<file path="src/rtl/cv32e40p_fpu_lat_pkg.sv">
// rtl/cv32e40p_fpu_lat_pkg.sv - shared types and helpers for the FPU latency-equalisation pipe
// Contents: default result/fflags/tag widths, the pipe entry struct, max_lat and highest_set.
package cv32e40p_fpu_lat_pkg;

  localparam int unsigned DATA_W = 32;
  localparam int unsigned FLAG_W = 5;
  localparam int unsigned TAG_W  = 5;

  // Widest stage-valid vector highest_set() can scan; bounds MAX_LAT.
  localparam int unsigned VEC_W  = 32;

  typedef struct packed {
    logic [DATA_W-1:0] data;
    logic [FLAG_W-1:0] flags;
    logic [TAG_W-1:0]  tag;
  } lat_entry_t;

  // Running maximum, folded over the group latency table at elaboration.
  function automatic int unsigned max_lat(input int unsigned a, input int unsigned b);
    return (a > b) ? a : b;
  endfunction

  // Highest occupied stage index >= 2 (bit k = stage k), or 0 when none.
  // Stage 1 is ignored: it always drains or freezes the whole pipe.
  function automatic int unsigned highest_set(input logic [VEC_W-1:0] vld);
    int unsigned k;
    k = 0;
    for (int unsigned i = 2; i < VEC_W; i++) begin
      if (vld[i]) k = i;
    end
    return k;
  endfunction

endpackage

</file>
<file path="src/rtl/cv32e40p_fpu_lat_stage.sv">
// rtl/cv32e40p_fpu_lat_stage.sv - one valid+entry register of the FPU latency pipe
// Ports: clr_i (drop entry), hold_i (freeze), load_i/load_ent_i (new result),
//        shift_vld_i/shift_ent_i (entry from the stage above), vld_o/ent_o (state).
// Control priority: clear > hold > load > shift.
module cv32e40p_fpu_lat_stage #(
  parameter int unsigned W = 42
) (
  input  logic         clk,
  input  logic         rst_n,
  input  logic         clr_i,
  input  logic         hold_i,
  input  logic         load_i,
  input  logic [W-1:0] load_ent_i,
  input  logic         shift_vld_i,
  input  logic [W-1:0] shift_ent_i,
  output logic         vld_o,
  output logic [W-1:0] ent_o
);

  always_ff @(posedge clk or negedge rst_n) begin
    if (!rst_n) begin
      vld_o <= 1'b0;
      ent_o <= '0;
    end else if (clr_i) begin
      // Payload is left as-is; the output mux masks it while invalid.
      vld_o <= 1'b0;
    end else if (hold_i) begin
      vld_o <= vld_o;
    end else if (load_i) begin
      vld_o <= 1'b1;
      ent_o <= load_ent_i;
    end else begin
      vld_o <= shift_vld_i;
      ent_o <= shift_ent_i;
    end
  end

endmodule

</file>
<file path="src/rtl/cv32e40p_fpu_lat_pipe.sv">
// rtl/cv32e40p_fpu_lat_pipe.sv - in-order latency-equalisation pipe between FPU and FP writeback
// Ports: flush_i kills in-flight results; in_* is the FPU result with group index in_grp_i;
//        out_* is the result towards writeback (valid/ready); busy_o flags any occupied stage.
// A result of group g is written to stage GRP_LAT[g] and shifts down one stage per unfrozen
// cycle; stage 1 drives the output. Latency-0 groups bypass combinationally when empty.
module cv32e40p_fpu_lat_pipe
  import cv32e40p_fpu_lat_pkg::max_lat;
  import cv32e40p_fpu_lat_pkg::highest_set;
  import cv32e40p_fpu_lat_pkg::VEC_W;
#(
  parameter  int unsigned NUM_GRP          = 2,
  parameter  int unsigned MAX_LAT          = 4,
  parameter  int unsigned GRP_LAT [NUM_GRP] = '{0, 0},
  parameter  int unsigned DATA_W           = 32,
  parameter  int unsigned FLAG_W           = 5,
  parameter  int unsigned TAG_W            = 5,
  localparam int unsigned GRP_W            = (NUM_GRP > 1) ? $clog2(NUM_GRP) : 1
) (
  input  logic              clk,
  input  logic              rst_n,
  input  logic              flush_i,
  input  logic              in_valid_i,
  output logic              in_ready_o,
  input  logic [GRP_W-1:0]  in_grp_i,
  input  logic [DATA_W-1:0] in_data_i,
  input  logic [FLAG_W-1:0] in_flags_i,
  input  logic [TAG_W-1:0]  in_tag_i,
  output logic              out_valid_o,
  input  logic              out_ready_i,
  output logic [DATA_W-1:0] out_data_o,
  output logic [FLAG_W-1:0] out_flags_o,
  output logic [TAG_W-1:0]  out_tag_o,
  output logic              busy_o
);

  localparam int unsigned ENT_W = DATA_W + FLAG_W + TAG_W;

  if (NUM_GRP < 1) begin : g_err_grp
    $fatal(1, "cv32e40p_fpu_lat_pipe: NUM_GRP must be >= 1");
  end
  if (MAX_LAT < 1 || MAX_LAT >= VEC_W) begin : g_err_lat
    $fatal(1, "cv32e40p_fpu_lat_pipe: MAX_LAT out of range");
  end
  for (genvar g = 0; g < NUM_GRP; g++) begin : g_chk
    if (max_lat(GRP_LAT[g], MAX_LAT) != MAX_LAT) begin : g_err
      $fatal(1, "cv32e40p_fpu_lat_pipe: GRP_LAT element exceeds MAX_LAT");
    end
  end

  logic [MAX_LAT:1] vld;
  logic [ENT_W-1:0] ent [1:MAX_LAT];
  logic [ENT_W-1:0] in_ent;
  logic [ENT_W-1:0] out_ent;
  int unsigned      lat_sel;
  int unsigned      kmax;
  logic             any_vld;
  logic             bypass;
  logic             freeze;
  logic             accept;

  always_comb begin
    lat_sel = 0;
    for (int g = 0; g < NUM_GRP; g++) begin
      if (in_grp_i == GRP_W'(g)) lat_sel = GRP_LAT[g];
    end
  end

  assign in_ent  = {in_data_i, in_flags_i, in_tag_i};
  assign any_vld = |vld;
  assign busy_o  = any_vld;
  assign kmax    = highest_set(VEC_W'({vld, 1'b0}));
  assign bypass  = (lat_sel == 0) && !any_vld && !flush_i;
  assign freeze  = vld[1] && !out_ready_i;

  // Writing at stage L is safe only if nothing sits above L after the shift:
  // that keeps slots collision-free and retirement in issue order.
  always_comb begin
    in_ready_o = 1'b0;
    if (rst_n && !flush_i) begin
      if (lat_sel == 0) in_ready_o = bypass && out_ready_i;
      else              in_ready_o = !freeze && (lat_sel >= kmax);
    end
  end

  assign accept = in_valid_i && in_ready_o && (lat_sel != 0);

  always_comb begin
    out_valid_o = 1'b0;
    out_ent     = '0;
    if (rst_n && !flush_i) begin
      if (vld[1]) begin
        out_valid_o = 1'b1;
        out_ent     = ent[1];
      end else if (bypass && in_valid_i) begin
        out_valid_o = 1'b1;
        out_ent     = in_ent;
      end
    end
  end

  assign {out_data_o, out_flags_o, out_tag_o} = out_ent;

  for (genvar k = 1; k <= MAX_LAT; k++) begin : g_stage
    localparam int unsigned KU = k;
    logic             sh_vld;
    logic [ENT_W-1:0] sh_ent;

    if (k < MAX_LAT) begin : g_mid
      assign sh_vld = vld[k+1];
      assign sh_ent = ent[k+1];
    end else begin : g_top
      assign sh_vld = 1'b0;
      assign sh_ent = '0;
    end

    cv32e40p_fpu_lat_stage #(.W(ENT_W)) u_stage (
      .clk         (clk),
      .rst_n       (rst_n),
      .clr_i       (flush_i),
      .hold_i      (freeze),
      .load_i      (accept && (lat_sel == KU)),
      .load_ent_i  (in_ent),
      .shift_vld_i (sh_vld),
      .shift_ent_i (sh_ent),
      .vld_o       (vld[k]),
      .ent_o       (ent[k])
    );
  end

endmodule

</file>
<file path="config.mk">
export PLATFORM = sky130hd
export DESIGN_NAME = cv32e40p_fpu_lat_pipe
export DESIGN_NICKNAME = d
export VERILOG_FILES = /design/src/rtl/cv32e40p_fpu_lat_pkg.sv /design/src/rtl/cv32e40p_fpu_lat_stage.sv /design/src/rtl/cv32e40p_fpu_lat_pipe.sv
export SDC_FILE = /design/constraint.sdc
export NUM_CORES = 1
export LEC_CHECK = 0
export BUFFER_PORTS_ARGS = -buffer_cell sky130_fd_sc_hd__buf_2
export CORE_MARGIN = 3
export CORE_UTILIZATION = 28
export DETAILED_ROUTE_END_ITERATION = 8
export GPL_TIMING_DRIVEN = 0
export PLACE_DENSITY = 0.85
export SLEW_MARGIN = 40
export SYNTH_ARGS = -nofsm -noshare
export SYNTH_HDL_FRONTEND = slang
export SYNTH_SLANG_ARGS = --single-unit
</file>
<file path="constraint.sdc">
create_clock -name clk -period 1.1 [get_ports clk]
set_input_delay 0.33 -clock clk [delete_from_list [all_inputs] [get_ports clk]]
set_output_delay 0.33 -clock clk [all_outputs]
set_load 0.1 [all_outputs]
</file>
==> results of run 1 <==
kinds of logic after synthesis:
kind of cell | count (synthesis) | share of synthesized area
and+or+nand+nor | 44 | 0.860
other | 1 | 0.00736
buffers and inverters | 13 | 0.133
synth_stat cells:
cell type / count / area share
and3b_1: 2 / 0.034
and4b_1: 42 / 0.83
buf_2: 11 / 0.11
buf_4: 1 / 0.015
clkbuf_2: 1 / 0.0098
conb_1: 1 / 0.0074
metrics by stage:
| step | setup TNS [ns] | cells | setup slack [ns] | area (um2) | hold slack, ns |
|---|---|---|---|---|---|
| floorplan | -8.63 | 58 | -0.207 | 734 | 0.927 |
| global placement | -26.15 | 172 | -0.614 | 1210 | 1.19 |
| detailed placement | -26.19 | 172 | -0.616 | 1210 | 1.20 |
==> results.py, run 1 <==
metrics = {
    "run_status": {
        "status": "aborted with a tool error",
        "haltStage": "clock tree synthesis (4_1_cts)",
        "tool.error": "[ERROR DPL-0038] Utilization greater than 100%, impossible to legalize",
    },
    "synth": {
        "yosys_warnings": 0,
        "mappedNetlistArea_um2": 509,
        "synth.avg_cell_area_um2": 8.78,
        "syn_nets": 106,
        "syn_inst": 58,
        "synth.yosys.seq_area_share": 0,
        "ys_types": 6,
    },
    "die": {
        "die_h_um": 48.6,
        "die_w_um": 48.6,
        "start_util": 0.316,
        "num_rows": 14,
        "ios": 93,
    },
    "placement": {
        "gp_congestion": 0.694,
        "hpwl_um": 1940,
        "io_buffers": 90,
    },
    "clock_tree": {
        "postCtsSetupBuffers": 0,
        "cts.repair.resized": 196,
        "holdBufCountCts": 0,
    },
}
==> run 2, diff against run 1 <==
Settings changed: CORE_AREA set to 3 3 64 66, CORE_MARGIN 3 to unset, CORE_UTILIZATION 28 to unset, DIE_AREA set to 0 0 67 69, PLACE_DENSITY 0.85 to unset, PLACE_DENSITY_LB_ADDON set to 0.15.
==> run 2 against run 1 <==
  * The flow now finishes, with violations (setup timing)
  * Synthesized cell count is the same
  * Area after synthesis unchanged
==> results.py, run 2 <==
metrics = {
    "timing": {
        "maxSlewViolCount": 0,
        "fin_crit_ns": 1.43,
        "finalHoldViolCount": 0,
        "fmax_ghz": 0.698,
        "setup_viol": 44,
        "rsz0062_at_grt": "yes",
        "setup_tns_ns": -13.66,
        "worst_slack_ns": -0.334,
        "period_share": 1.30,
    },
    "die": {
        "die_h_um": 69,
        "ios": 93,
        "die_w_um": 67,
        "die_area_um2": 4620,
        "fp.coreArea_um2": 3630,
        "start_util": 0.140,
        "num_rows": 22,
    },
    "synth": {
        "yosys.area.top_type": "and4b_1",
        "mappedNetlistArea_um2": 509,
        "synth_common_cells": "42 x and4b_1, 11 x buf_2, 2 x and3b_1",
        "synth.yosys.seq_area_share": 0,
        "yosys_warnings": 0,
        "syn_inst": 58,
        "synth.avg_cell_area_um2": 8.78,
        "syn_nets": 106,
        "synthTopCellsByArea": "and4b_1 83%, buf_2 11%, and3b_1 3.4%",
        "yosysMostFrequentCell": "and4b_1",
        "yosys.area.top_type_share": 0.826,
        "ys_types": 6,
    },
    "placement": {
        "post_dp_cell_area_um2": 1240,
        "hpwl_um": 2120,
        "io_buffers": 90,
        "gp_congestion": 0.661,
        "post-place-ws_ns": -0.633,
    },
    "worst_setup_path": {
        "required_ns": 0.77,
        "end_kind": "output pin",
        "critPathArrivalTime_ns": 1.10,
        "cp-start-kind": "primary input",
        "cp_max_fo": 10,
        "path_class": "primary input to output pin",
    },
    "layout": {
        "design_area_um2": 2030,
        "multiInputGateArea_um2": 607,
        "layout-drive-gt1-share": 0.993,
        "design.seq.count": 0,
        "n_antenna_cell": 0,
        "seqCellArea_um2": 0,
        "most-common-layout-cells": "45 x buf_12, 43 x buf_2, 42 x and4b_4",
        "n_fill_cell": 306,
        "nets": 200,
        "mostFrequentLayoutCell": "buf_12",
        "n_clock_buffer": 0,
        "area_delta_synth_final_pct": 299,
    },
    "run_status": {
        "status": "complete, but fails checks",
        "violations": "setup timing",
    },
    "global_routing": {
        "overflow": 0,
        "grt_pass1_wl_um": 4820,
        "antenna_found_initial": 0,
        "grt_pass1_vias": 969,
        "grt_usage": 0.128,
        "grt_max_degree": 11,
    },
    "power": {
        "finalPower_uw": 884,
        "p_leak_nw": 0.853,
        "power_density_nw_per_um2": 435,
        "irDropWorstVdd_v": 0.000169,
    },
    "detailed_routing": {
        "firstDrtPassIters": 3,
        "viasPerCell": 4.54,
        "drt-total-wl_um": 3190,
        "vias": 899,
        "avgRoutedWirePerCell_um": 16.1,
        "drc": 0,
        "ant_nets": 0,
        "first_iter_violations": 16,
    },
    "clock_tree": {
        "postCtsSetupBuffers": 0,
    },
    "worst_hold_path": {
        "min_path_type": "primary input to output pin",
    },
    "job": {
        "drv_cap": 0,
    },
}
run 2: through the flow:
stage,cells,hold slack [ns],util
6_report,198,1.09,0.560
4_1_cts,198,1.09,0.558
5_1_grt,198,1.10,0.560
3_5_place_dp,196,1.19,0.343
3_3_place_gp,196,1.19,0.343
2_1_floorplan,58,0.927,-
run 2: cell families (layout without fill, tap and decap cells):
logic type | after synthesis | in the layout | synth area share
buffers and inverters | 13 | 105 | 0.133
other | 1 | 1 | 0.00736
and+or+nand+nor | 44 | 44 | 0.860
run 2: timing repair:
item                       in CTS  in global routing
gates cloned                    2                  0
pin swaps                       0                  0
resized for setup             196                  2
setup endpoints to repair      44                 44
hold buffers                    0                  0
run 2: final timing paths:
kind | cells after the start | start | to
max | 4 | flush_i | out_data_o[29]
min | 3 | out_ready_i | in_ready_o
run 2: critical path, stage by stage:
cell and delay [ns]:
buf_12 0.12, buf_8 0.13, and4b_4 0.34, buf_12 0.18
run 2: report_power, final:
group | switching (mW) | internal, mW
Clock | 0 | 0
Sequential | 0 | 0
Combinational | 0.492 | 0.392
run 2: per-layer routing:
layer  share of wire  vias up  GRT usage
li1                -      430          -
met2            0.58       44      0.259
met3           0.065        4     0.0195
met4           0.017        0     0.0180
met1            0.34      421      0.134
met5               0        -          0
run 2: final cells by class:
class,count,area share
Timing Repair Buffer,92,0.586
Tap cell,48,0.0295
Multi-Input combinational cell,45,0.298
Buffer,13,0.0862
(Power assumes the default switching activity.)
==> run 3, diff against run 2 <==
Settings changed: CORE_AREA 3 3 64 66 to 2 2 63 65, DIE_AREA 0 0 67 69 to 0 0 65 67.
==> run 3 against run 2 <==
  * The flow still finishes with violations (setup timing)
  * Design area grew 0.31%
  * Power rose by 0.16%
  * Final cell count increased by 1.0%
  * Utilization increased by 0.60 points
  * Critical path type unchanged
  * Combinational power barely moved
  * Global-route usage is 1.0 points higher
  * Setup slack gained 0.0052 ns
  * Via count up 4.2%
  * Routed wire length down 2.1%
  * First-iteration DRC count grew 25%
  * Sequential share of layout area unchanged
  * Largest power group unchanged
==> results.py, run 3 (synthesis results as in run 2) <==
metrics = {
    "run_status": {
        "status": "complete, but fails checks",
        "violations": "setup timing",
    },
    "detailed_routing": {
        "vias": 937,
        "avgRoutedWirePerCell_um": 15.6,
        "first_iter_violations": 20,
        "viasPerCell": 4.69,
        "firstDrtPassIters": 4,
        "ant_nets": 0,
        "drc": 0,
        "drt-total-wl_um": 3120,
    },
    "die": {
        "start_util": 0.141,
        "die_h_um": 67,
        "die_w_um": 65,
        "die_area_um2": 4360,
        "ios": 93,
        "fp.coreArea_um2": 3610,
        "num_rows": 22,
    },
    "worst_setup_path": {
        "required_ns": 0.77,
        "end_kind": "output pin",
        "path_class": "primary input to output pin",
        "cp-start-kind": "primary input",
        "critPathArrivalTime_ns": 1.10,
        "cp_max_fo": 10,
    },
    "power": {
        "p_leak_nw": 0.854,
        "irDropWorstVdd_v": 0.000187,
        "power_density_nw_per_um2": 434,
    },
    "layout": {
        "layout-drive-gt1-share": 0.993,
        "nets": 202,
        "n_clock_buffer": 0,
        "seqCellArea_um2": 0,
        "design.seq.count": 0,
        "final_util": 0.566,
        "mostFrequentLayoutCell": "buf_12",
        "n_antenna_cell": 0,
        "area_delta_synth_final_pct": 300,
        "stdcell_count": 200,
        "most-common-layout-cells": "46 x buf_12, 43 x buf_2, 42 x and4b_4",
    },
    "job": {
        "drv_cap": 0,
    },
    "timing": {
        "rsz0062_at_grt": "yes",
        "fmax_ghz": 0.700,
        "setup_viol": 44,
        "maxSlewViolCount": 0,
        "fin_crit_ns": 1.43,
        "finalHoldViolCount": 0,
        "setup_tns_ns": -13.72,
        "period_share": 1.30,
        "worst_slack_ns": -0.328,
    },
    "global_routing": {
        "grt_pass1_wl_um": 4890,
        "grt_usage": 0.138,
        "overflow": 0,
        "grt_pass1_vias": 1039,
        "antenna_found_initial": 0,
        "grt_max_degree": 11,
    },
    "worst_hold_path": {
        "hp-start": "out_ready_i",
        "holdPathEnd": "in_ready_o",
        "min_path_type": "primary input to output pin",
        "hold_depth": 3,
    },
    "placement": {
        "gp_congestion": 0.644,
        "dp.cells": 196,
        "io_buffers": 90,
        "hpwl_um": 2020,
    },
    "clock_tree": {
        "holdBufCountCts": 0,
    },
}
==> run 3: worst max path at each step <==
stage / from / to / slack [ns] / depth (start not counted)
2_1_floorplan: flush_i / out_data_o[22] / -0.21 / 2
3_3_place_gp: in_valid_i / out_data_o[17] / -0.63 / 4
3_5_place_dp: rst_n / out_data_o[10] / -0.65 / 4
4_1_cts: flush_i / out_data_o[24] / -0.32 / 4
5_1_grt: flush_i / out_data_o[19] / -0.35 / 4
6_report: flush_i / out_flags_o[1] / -0.33 / 4
==> run 3: what timing repair did <==
| action | in CTS | in global routing |
|---|---|---|
| setup buffers | 2 | 0 |
| gates cloned | 2 | 0 |
| setup endpoints to repair | 44 | 44 |
| resized for setup | 197 | 4 |
==> run 3: final cells by class <==
cell class,count,area [um2]
fillers,293,1570
repair buffers,94,1200
multi-input cells,45,607
plain buffers,13,171
well taps,48,60.1
==> run 3: metrics by stage <==
step | cell area, um2 | hold WS (ns) | setup WS [ns] | power [mW]
2_1_floorplan | 734 | 0.927 | -0.207 | 0.513
3_3_place_gp | 1240 | 1.19 | -0.625 | 0.653
3_5_place_dp | 1240 | 1.20 | -0.650 | 0.662
4_1_cts | 2030 | 1.09 | -0.322 | 0.878
5_1_grt | 2040 | 1.10 | -0.346 | 0.919
6_report | 2040 | 1.09 | -0.328 | 0.886
==> run 3: worst max-delay path, stage by stage <==
cell and delay (ns):
buf_12 0.12, buf_8 0.13, and4b_4 0.33, buf_12 0.17
==> run 3: routing by layer <==
metal / wire length [um] / track usage
met5: 0 / 0
met4: 0 / 0
met3: 224 / 0.0203
met2: 1800 / 0.290
met1: 1100 / 0.152
==> run 3: power breakdown <==
group / leakage, nW / internal (mW) / switching [mW]
clock: 0 / 0 / 0
sequential: 0 / 0 / 0
combinational: 0.854 / 0.391 / 0.495
